==> config.mk <==
export PLATFORM = sky130hd
export DESIGN_NAME = tri_loader_flat
export DESIGN_NICKNAME = d
export VERILOG_FILES = /design/src/rtl/tri_loader_if.sv /design/src/rtl/tri_loader.sv /design/src/flat_wrapper.sv
export SDC_FILE = /design/constraint.sdc
export NUM_CORES = 1
export LEC_CHECK = 0
export ABC_AREA = 1
export BUFFER_PORTS_ARGS = -buffer_cell sky130_fd_sc_hd__buf_2
export CORE_ASPECT_RATIO = 1.1
export CORE_MARGIN = 1
export CORE_UTILIZATION = 25
export CTS_BUF_LIST = sky130_fd_sc_hd__clkbuf_8
export CTS_CLUSTER_DIAMETER = 60
export CTS_CLUSTER_SIZE = 40
export DETAILED_ROUTE_END_ITERATION = 10
export MAX_ROUTING_LAYER = met4
export PLACE_DENSITY_LB_ADDON = 0.08
export SLEW_MARGIN = 10
export SYNTH_ARGS = -nofsm -noshare
export SYNTH_HDL_FRONTEND = slang
export SYNTH_SLANG_ARGS = --single-unit
==> constraint.sdc <==
create_clock -name clk -period 20.7 [get_ports clk]
set_clock_uncertainty 0.2 [all_clocks]
set_input_delay 2.07 -clock clk [delete_from_list [all_inputs] [get_ports clk]]
set_output_delay 2.07 -clock clk [all_outputs]
set_load 0.02 [all_outputs]
==> src/rtl/tri_loader_if.sv <==
// Triangle-load bus: DMA read channel toward host memory plus the
// beat-write channel toward the mem_triangle instances.
interface tri_loader_if;
   logic         dma_rd_req;
   logic [31:0]  dma_rd_addr;
   logic         dma_rd_gnt;
   logic         dma_rd_valid;
   logic [127:0] dma_rd_data;
   logic         we_MC;
   logic [127:0] data_MC;
   logic         done_MC;
   logic         rdy_MC;

   // Loader side
   modport master (
      output dma_rd_req,
      output dma_rd_addr,
      input  dma_rd_gnt,
      input  dma_rd_valid,
      input  dma_rd_data,
      output we_MC,
      output data_MC,
      output done_MC,
      input  rdy_MC
   );

   // DMA engine / triangle-memory side
   modport slave (
      input  dma_rd_req,
      input  dma_rd_addr,
      output dma_rd_gnt,
      output dma_rd_valid,
      output dma_rd_data,
      input  we_MC,
      input  data_MC,
      input  done_MC,
      output rdy_MC
   );
endinterface

==> src/rtl/tri_loader.sv <==
// Triangle buffer loader: reads the scene's triangle beats from host memory
// over an in-order DMA read channel and streams them, one beat per cycle,
// into the triangle memories. A small response FIFO decouples the two sides;
// reads are only issued when the FIFO is guaranteed to have room for them.
module tri_loader #(
   parameter int unsigned NUM_TRI       = 512,
   parameter int unsigned BEATS_PER_TRI = 4,
   parameter int unsigned FIFO_DEPTH    = 8,
   localparam int unsigned BIT_TRI      = $clog2(NUM_TRI)
) (
   input  logic              clk,
   input  logic              rst_n,
   input  logic              start,
   input  logic [31:0]       base_addr,
   input  logic [BIT_TRI:0]  num_tri,
   tri_loader_if.master      bus,
   output logic              busy,
   output logic              load_done,
   output logic              err_unexp
);

   localparam int unsigned TOT_MAX = NUM_TRI * BEATS_PER_TRI;
   localparam int unsigned TOT_W   = $clog2(TOT_MAX + 1);
   localparam int unsigned PTR_W   = $clog2(FIFO_DEPTH);
   localparam int unsigned CNT_W   = $clog2(FIFO_DEPTH + 1);

   typedef enum logic [1:0] {StIdle, StStream, StDone, StWaitRdy} state_t;

   state_t             state;
   logic [TOT_W-1:0]   total;
   logic [TOT_W-1:0]   req_cnt;
   logic [TOT_W-1:0]   wr_cnt;
   logic [31:0]        addr;
   logic [CNT_W-1:0]   outstanding;
   logic [CNT_W-1:0]   fifo_cnt;
   logic [PTR_W-1:0]   wr_ptr;
   logic [PTR_W-1:0]   rd_ptr;
   logic               we_q;
   logic [127:0]       data_q;
   logic               done_q;
   logic               err_q;
   logic [127:0]       fifo_mem [FIFO_DEPTH];

   logic [BIT_TRI:0]   tri_clamp;
   logic [TOT_W-1:0]   total_next;
   logic [CNT_W:0]     credit_sum;
   logic               req;
   logic               grant;
   logic               unexp;
   logic               push;
   logic               fifo_empty;
   logic               pop;
   logic               push_to_mem;
   logic               pop_from_mem;
   logic [127:0]       pop_data;
   logic               start_ok;

   assign tri_clamp  = (num_tri > (BIT_TRI + 1)'(NUM_TRI)) ? (BIT_TRI + 1)'(NUM_TRI) : num_tri;
   assign total_next = TOT_W'(tri_clamp) * TOT_W'(BEATS_PER_TRI);
   assign start_ok   = start && (state == StIdle);

   // Request credit covers reads in flight plus beats already queued, so the
   // FIFO can never be overrun by returning data.
   assign credit_sum = {1'b0, outstanding} + {1'b0, fifo_cnt};
   assign req        = (state == StStream) && (req_cnt < total)
                       && (credit_sum < (CNT_W + 1)'(FIFO_DEPTH));
   assign grant      = req && bus.dma_rd_gnt;

   // Returning data with nothing in flight (e.g. from a load abandoned by
   // reset) is dropped rather than queued.
   assign unexp      = bus.dma_rd_valid && (outstanding == '0);
   assign push       = bus.dma_rd_valid && !unexp;
   assign fifo_empty = (fifo_cnt == '0);

   // An empty FIFO is bypassed so a beat arriving now is written next cycle.
   assign pop          = (state == StStream) && (!fifo_empty || push);
   assign pop_from_mem = pop && !fifo_empty;
   assign push_to_mem  = push && !(pop && fifo_empty);
   assign pop_data     = fifo_empty ? bus.dma_rd_data : fifo_mem[rd_ptr];

   assign bus.dma_rd_req  = req;
   assign bus.dma_rd_addr = addr;
   assign bus.we_MC       = we_q;
   assign bus.data_MC     = data_q;
   assign bus.done_MC     = done_q;
   assign busy            = (state != StIdle);
   assign load_done       = (state == StWaitRdy) && bus.rdy_MC;
   assign err_unexp       = err_q;

   // FIFO payload storage; validity is tracked by the pointers and count.
   always_ff @(posedge clk) begin
      if (push_to_mem) begin
         fifo_mem[wr_ptr] <= bus.dma_rd_data;
      end
   end

   // Control FSM, counters, FIFO bookkeeping and registered outputs.
   always_ff @(posedge clk or negedge rst_n) begin
      if (!rst_n) begin
         state       <= StIdle;
         total       <= '0;
         req_cnt     <= '0;
         wr_cnt      <= '0;
         addr        <= '0;
         outstanding <= '0;
         fifo_cnt    <= '0;
         wr_ptr      <= '0;
         rd_ptr      <= '0;
         we_q        <= 1'b0;
         data_q      <= '0;
         done_q      <= 1'b0;
         err_q       <= 1'b0;
      end else begin
         we_q   <= pop;
         done_q <= (state == StDone);
         if (pop) begin
            data_q <= pop_data;
            wr_cnt <= wr_cnt + TOT_W'(1);
         end

         outstanding <= outstanding + CNT_W'(grant) - CNT_W'(push);
         fifo_cnt    <= fifo_cnt + CNT_W'(push) - CNT_W'(pop);
         if (push_to_mem) begin
            wr_ptr <= wr_ptr + PTR_W'(1);
         end
         if (pop_from_mem) begin
            rd_ptr <= rd_ptr + PTR_W'(1);
         end

         if (grant) begin
            addr    <= addr + 32'd16;
            req_cnt <= req_cnt + TOT_W'(1);
         end

         // A same-cycle unexpected return wins over the clear on start.
         if (start_ok) begin
            err_q <= 1'b0;
         end
         if (unexp) begin
            err_q <= 1'b1;
         end

         unique case (state)
            StIdle: begin
               if (start) begin
                  total   <= total_next;
                  addr    <= base_addr;
                  req_cnt <= '0;
                  wr_cnt  <= '0;
                  state   <= (total_next == '0) ? StDone : StStream;
               end
            end
            StStream: begin
               if (pop && (wr_cnt + TOT_W'(1) == total)) begin
                  state <= StDone;
               end
            end
            StDone: begin
               state <= StWaitRdy;
            end
            StWaitRdy: begin
               if (bus.rdy_MC) begin
                  state <= StIdle;
               end
            end
            default: begin
               state <= StIdle;
            end
         endcase
      end
   end

endmodule

==> src/flat_wrapper.sv <==
// flat-port wrapper written by rule: the top's interface ports become plain ports
module tri_loader_flat 
#(
   parameter int unsigned NUM_TRI       = 512,
   parameter int unsigned BEATS_PER_TRI = 4,
   parameter int unsigned FIFO_DEPTH    = 8,
   localparam int unsigned BIT_TRI      = $clog2(NUM_TRI)
)
  (clk, rst_n, start, base_addr, num_tri, busy, load_done, err_unexp, bus_dma_rd_req, bus_dma_rd_addr, bus_dma_rd_gnt, bus_dma_rd_valid, bus_dma_rd_data, bus_we_MC, bus_data_MC, bus_done_MC, bus_rdy_MC);
  tri_loader_if bus_i ();
  input  logic clk;
  input  logic rst_n;
  input  logic start;
  input  logic [31:0] base_addr;
  input  logic [BIT_TRI:0] num_tri;
  output logic busy;
  output logic load_done;
  output logic err_unexp;
  output wire logic [$bits(bus_i.dma_rd_req)-1:0] bus_dma_rd_req;
  output wire logic [$bits(bus_i.dma_rd_addr)-1:0] bus_dma_rd_addr;
  input wire logic [$bits(bus_i.dma_rd_gnt)-1:0] bus_dma_rd_gnt;
  input wire logic [$bits(bus_i.dma_rd_valid)-1:0] bus_dma_rd_valid;
  input wire logic [$bits(bus_i.dma_rd_data)-1:0] bus_dma_rd_data;
  output wire logic [$bits(bus_i.we_MC)-1:0] bus_we_MC;
  output wire logic [$bits(bus_i.data_MC)-1:0] bus_data_MC;
  output wire logic [$bits(bus_i.done_MC)-1:0] bus_done_MC;
  input wire logic [$bits(bus_i.rdy_MC)-1:0] bus_rdy_MC;
  assign bus_dma_rd_req = bus_i.dma_rd_req;
  assign bus_dma_rd_addr = bus_i.dma_rd_addr;
  assign bus_i.dma_rd_gnt = bus_dma_rd_gnt;
  assign bus_i.dma_rd_valid = bus_dma_rd_valid;
  assign bus_i.dma_rd_data = bus_dma_rd_data;
  assign bus_we_MC = bus_i.we_MC;
  assign bus_data_MC = bus_i.data_MC;
  assign bus_done_MC = bus_i.done_MC;
  assign bus_i.rdy_MC = bus_rdy_MC;
  tri_loader #(.NUM_TRI(NUM_TRI), .BEATS_PER_TRI(BEATS_PER_TRI), .FIFO_DEPTH(FIFO_DEPTH)) u_core (.clk(clk), .rst_n(rst_n), .start(start), .base_addr(base_addr), .num_tri(num_tri), .bus(bus_i), .busy(busy), .load_done(load_done), .err_unexp(err_unexp));
endmodule
* Word level (Yosys, flattened, before mapping)
Memories as Yosys holds them, arrays and structs flattened.
Cells that the tools add are included.
** Word-level totals
- Register bits :: 213
- Memory bits (writable) :: 1024
- Bits of input ports :: 176
- Word-level logic and storage cells :: 78
- Memories :: 1
** Operators by class
- Add/sub/neg operators :: 10
- Order comparisons :: 3
- Equality and inequality tests :: 7
- Muxes and demuxes :: 20
- Reductions and logical operators :: 24
** Memory list
- u_core.fifo_mem :: words 8, width 128, rd ports 1, clocked after Yosys merged registers in 0, wr ports 1, RTL line tri_loader.sv:42 : logic [127:0] fifo_mem [FIFO_DEPTH];
** Operators with widths (count)
- 128-bit two-way mux :: 1
- 32-bit two-way mux :: 3
- 12-bit two-way mux :: 6
- 32-bit by 5-bit adder with 32-bit output (second input constant) :: 1
- 12-bit by 1-bit adder with 12-bit output (second input constant) :: 2
- 12-bit == test :: 1
- 1-bit logical AND :: 12
- 12-bit logical NOT :: 1
- 12-bit less-than comparator :: 1
- 10-bit greater-than comparator (second input constant) :: 1
- 10-bit two-way mux :: 1
- 4-bit by 1-bit adder with 4-bit output :: 2
- 4-bit logical NOT :: 2
- 2-bit two-way mux :: 4
- 2-bit case mux with 4 select lines :: 1
- 4-bit by 1-bit subtractor with 4-bit output :: 2
- 3-bit by 1-bit adder with 3-bit output (second input constant) :: 2
- 2-bit inequality test (second input constant) :: 3
- 4-bit by 4-bit adder with 5-bit output :: 1
- 5-bit by 4-bit less-than comparator with 1-bit output (second input constant) :: 1
- 2-bit == test (second input constant) :: 2
- 1-bit two-way mux :: 4
- 2-bit nonzero test :: 2
- 1-bit logical NOT :: 3
- other kinds (5) :: 5

* Logic depth before layout (Yosys ltp)
- Depth in word-level cells :: 11
- Depth in mapped cells :: 15
- Gate-level depth less buffers :: 14

* Worst setup path before layout
OpenSTA, ideal clock, no wires.
- Path type :: input port to flip-flop
- Start point :: in bus_dma_rd_valid
- End point :: mem u_core.fifo_mem[0][0], enable pin
- Library setup time :: 617 ps
- Arrival :: 8196 ps
- Data required time :: 19883 ps
- Path slack :: 11687 ps
- Stages :: 8
- Buffers on the path :: 0
- Cell sequence :: nand2_1 > nand2_1 > nand2_1 > inv_2 > nand2_1 > nand2_1 > or2_1 > nor2_1
** Between the ends
- Longest elaborated chain between the ends :: 10
** RTL lines
- start: declaration :: RTL line flat_wrapper.sv:22 : input wire logic [$bits(bus_i.dma_rd_valid)-1:0] bus_dma_rd_valid;
- 1-bit logical AND :: RTL line tri_loader.sv:71 : assign unexp = bus.dma_rd_valid && (outstanding == '0);
- 1-bit logical NOT :: RTL line tri_loader.sv:72 : assign push = bus.dma_rd_valid && !unexp;
- 1-bit logical AND (*) :: RTL line tri_loader.sv:72
- 1-bit logical OR :: RTL line tri_loader.sv:76 : assign pop = (state == StStream) && (!fifo_empty || push);
- 1-bit logical AND :: RTL line tri_loader.sv:76
- 1-bit logical AND :: RTL line tri_loader.sv:78 : assign push_to_mem = push && !(pop && fifo_empty);
- 1-bit logical NOT :: RTL line tri_loader.sv:78
- 1-bit logical AND (*) :: RTL line tri_loader.sv:78
- 1-bit two-way mux (*) :: RTL line tri_loader.sv:92 : if (push_to_mem) begin
- 1-bit two-way mux (implied by the code) (*) :: RTL line tri_loader.sv:93 : fifo_mem[wr_ptr] <= bus.dma_rd_data;
- end: declaration :: RTL line tri_loader.sv:42
Mark *: on every way between the ends. The rest lies on a longest branch, timed or not.

* Worst setup path after layout
- Start point :: in bus_dma_rd_valid
- End point :: mem u_core.fifo_mem[6][82], enable pin
Same word-level chain as after synthesis.

==> qor.yml <==
status:
  status: "finished, final reports clean"
clocking:
  htree_levels: 4
  ctsResizeCount: 0
  numCtsBuffers: 135
  path_clk_slew_ps: 90
  hold_buffers: 0
  cts_tree: "yes"
  root_buffer: "clkbuf_8"
  clock_latency_ps: 930
  clockBufferDepth: 3
  post-cts-setup-buffers: 0
  cts_sinks: 1237
die:
  rows: 172
  die_area_mm2: 0.202
  coreArea_mm2: 0.199
  ios: 342
  fp.dieW_um: 429
  die_y_um: 472
  start_util_pct: 25.1
critical_path:
  path_common_cell: "nand2_1"
  rr_endpoint: "u_core.fifo_mem[6][82]"
  criticalPathCategory: "in -> reg"
  cp_slowest_cell: "buf_4"
  reg2reg_depth: 13
  reg2reg_setup_slack_ps: 15260
  crit_arrival_ps: 6350
  cp-start-kind: "primary input"
  crit_path_start: "bus_dma_rd_valid"
  crit_required_ps: 21010
  r2r-start: "u_core.outstanding[2]"
  cp_cell_sequence: "buf_2 -> nand2_1 -> nand2_1 -> nand2_4 -> inv_8 -> nand2_1 -> nand2_1 -> or2_1 -> nor2_4 -> buf_4 -> buf_4"
  critPathMaxFanout: 102
  critPathMaxStageDelay_ps: 830
  endpoint_kind: "flip-flop"
route:
  antenna_left: 0
  firstDrtPassIters: 5
  routedWlPerCell_um: 23.2
  vias_per_cell: 4.65
  first_iter_violations: 1979
  vias: 31600
  wl_um: 158000
  drcViolationCount: 0
grt:
  grt_use_total_pct: 15.9
  antenna_found_initial: 34
  grt_pass1_wl_um: 232000
  grt_max_degree: 213
  grt_pass1_vias: 32100
  grt.overflow.total: 0
min_path:
  whs_path_depth: 2
  hold_class: "reg -> reg"
  hp-start: "u_core.bus.dma_rd_addr[2]"
  worstHoldEndpoint: "u_core.bus.dma_rd_addr[2]"
timing:
  timing.fmax_mhz: 166
  rsz0062_at_grt: "false"
  relSlewSlack_pct: 27.9
  slew_violations: 0
  fin_setup_tns_ps: 0
  fin_hold_ws_ps: 277
  worst_slack_ps: 14660
  period_share_pct: 29.2
  period_minus_slack_ps: 6040
  worstMarginPinSlew_ps: 1080
  finalSetupViolations: 0
  hold_violations: 0
logic_synthesis:
  synthFlopType: "edfxtp_1"
  netlist-cell-type-count: 46
  avgSynthCellArea_um2: 13.3
  synth_enable_flop_cells: 1024
  synthTopCellsByArea: "edfxtp_1, dfrtp_1, nand3_1, mux2i_1, o221ai_1"
  postSynthCellCount: 3781
  synth-async-reset-ratio_pct: 17.2
  netlist.area_leader.share_pct: 61.3
  synth_area_mm2: 0.0501
  yosys_warnings: 0
  ys_seq_area_share_pct: 71.9
  syn-num-nets: 3991
  ys_ff_latch: 1237
  synth_top_area_cell: "edfxtp_1"
pwr:
  p_clk_share_pct: 22.1
  switching_share_pct: 41.3
  internal_power_w: 0.00490
  switchingPower_w: 0.00344
  power_leakage_nw: 20.4
  pwr-share-seq_pct: 41.9
  pwr-share-comb_pct: 36.0
  ir_drop_mv: 0.140
  p_per_area_mw_per_mm2: 145
placed_design:
  port_buffers: 341
  place.gp.congestion: 0.774
  place_ws_ps: 13550
  place_hpwl_um: 85300
cells_and_area:
  design.final.nets: 4266
  syn2layout_area_growth_pct: 14.9
  drive_gt1_share_pct: 16.1
job:
  max_cap_viol_count: 0
## cell usage after synthesis, types with 2 or more instances
| master | n |
|---|---|
| dfrtp_1 | 213 |
| nand3_1 | 401 |
| a21oi_1 | 18 |
| xor2_1 | 24 |
| nand3_2 | 4 |
| nor3_1 | 17 |
| edfxtp_1 | 1024 |
| buf_1 | 16 |
| fa_1 | 2 |
| o32ai_1 | 64 |
| o21ai_1 | 31 |
| o221ai_1 | 192 |
| or2_2 | 9 |
| inv_2 | 7 |
| o22ai_1 | 3 |
| nor2_2 | 2 |
| nand4_1 | 10 |
| o21a_1 | 3 |
| xnor2_1 | 14 |
| o21ai_0 | 279 |
| nor2_1 | 444 |
| buf_4 | 23 |
| ha_1 | 32 |
| clkbuf_1 | 165 |
| o211ai_1 | 69 |
| mux2i_1 | 192 |
| inv_1 | 108 |
| buf_2 | 50 |
| nand2_1 | 343 |
| a31oi_1 | 6 |
## worst max-delay path, delay by kind of cell
kind	cells	cell delay [ps]
and+or+nand+nor	7	2150
buffers and inverters	4	1990
## worst max-delay path by stage
| stage | depth (start not counted) | endpoint |
|---|---|---|
| after floorplan | 8 | u_core.fifo_mem[0][0] |
| after global placement | 11 | u_core.fifo_mem[6][75] |
| after detailed placement | 11 | u_core.fifo_mem[6][78] |
| after CTS | 11 | u_core.fifo_mem[6][99] |
| after global routing | 11 | u_core.fifo_mem[6][99] |
| final | 11 | u_core.fifo_mem[6][82] |
## through the flow
stage | total power (W) | instances | area [µm²] | util [%]
global route | 0.00893 | 6794 | 57600 | 28.9
detailed placement | 0.00668 | 6529 | 54600 | 27.4
finish | 0.00834 | 6797 | 57600 | 28.9
global placement | 0.00667 | 6529 | 54600 | 27.4
floorplan | 0.00549 | 3781 | 50100 | -
CTS | 0.00857 | 6779 | 57600 | 28.9
## power groups by stage
stage          clock network [W]  logic (W)  registers (W)
3_3_place_gp                   0    0.00311        0.00356
3_5_place_dp                   0    0.00311        0.00356
4_1_cts                  0.00194    0.00312        0.00351
6_report                 0.00184    0.00300        0.00350
5_1_grt                  0.00202    0.00336        0.00355
2_1_floorplan                  0    0.00180        0.00369
## cells in the final DEF (no fill, tap or decap), types with 69 or more instances in the layout
cell type / n
o21ai_0: 279
buf_2: 340
o211ai_1: 69
nor2_1: 434
nand3_1: 401
mux2i_1: 192
edfxtp_1: 1024
nand2_1: 341
clkbuf_8: 145
dfrtp_1: 210
inv_1: 118
o221ai_1: 192
## area by class of cell
type	count	area, µm²
multi-input cells	2173	12600
diodes	18	45.0
flip-flops and latches	1237	36100
well taps	2610	3270
repair buffers	393	2170
inverters	116	453
fillers	20300	142000
clock inverters	105	1010
clock buffers	145	2000
## state kept, by name, indices dropped and copies added, names as in the netlist, 2 cells and up
register / count
u_core.bus.data_MC: 128
u_core.outstanding: 4
u_core.state: 2
u_core.fifo_mem: 1024
u_core.total: 10
u_core.rd_ptr: 3
u_core.wr_ptr: 3
u_core.req_cnt: 12
u_core.bus.dma_rd_addr: 32
u_core.fifo_cnt: 4
u_core.wr_cnt: 12
## routing by layer
| layer | wire, µm | global-route usage [%] | share of wire [%] | vias up |
|---|---|---|---|---|
| met3 | 6480 | 2.99 | 4.1 | 202 |
| met1 | 73300 | 20.8 | 47 | 16100 |
| met5 | 0 | - | 0 | - |
| met2 | 74600 | 25.4 | 47 | 594 |
| met4 | 3190 | 3.96 | 2.0 | 0 |
| li1 | - | - | - | 14700 |
## kinds of logic after synthesis
group | count (synthesis) | share of synthesized area, %
compound gates | 669 | 9.00
xor+xnor | 38 | 0.664
fa+ha+maj | 34 | 0.878
buf+inv | 371 | 3.09
flops | 1237 | 71.9
mux | 193 | 3.85
simple gates | 1239 | 10.6
Power figures use the tool's default switching activity.
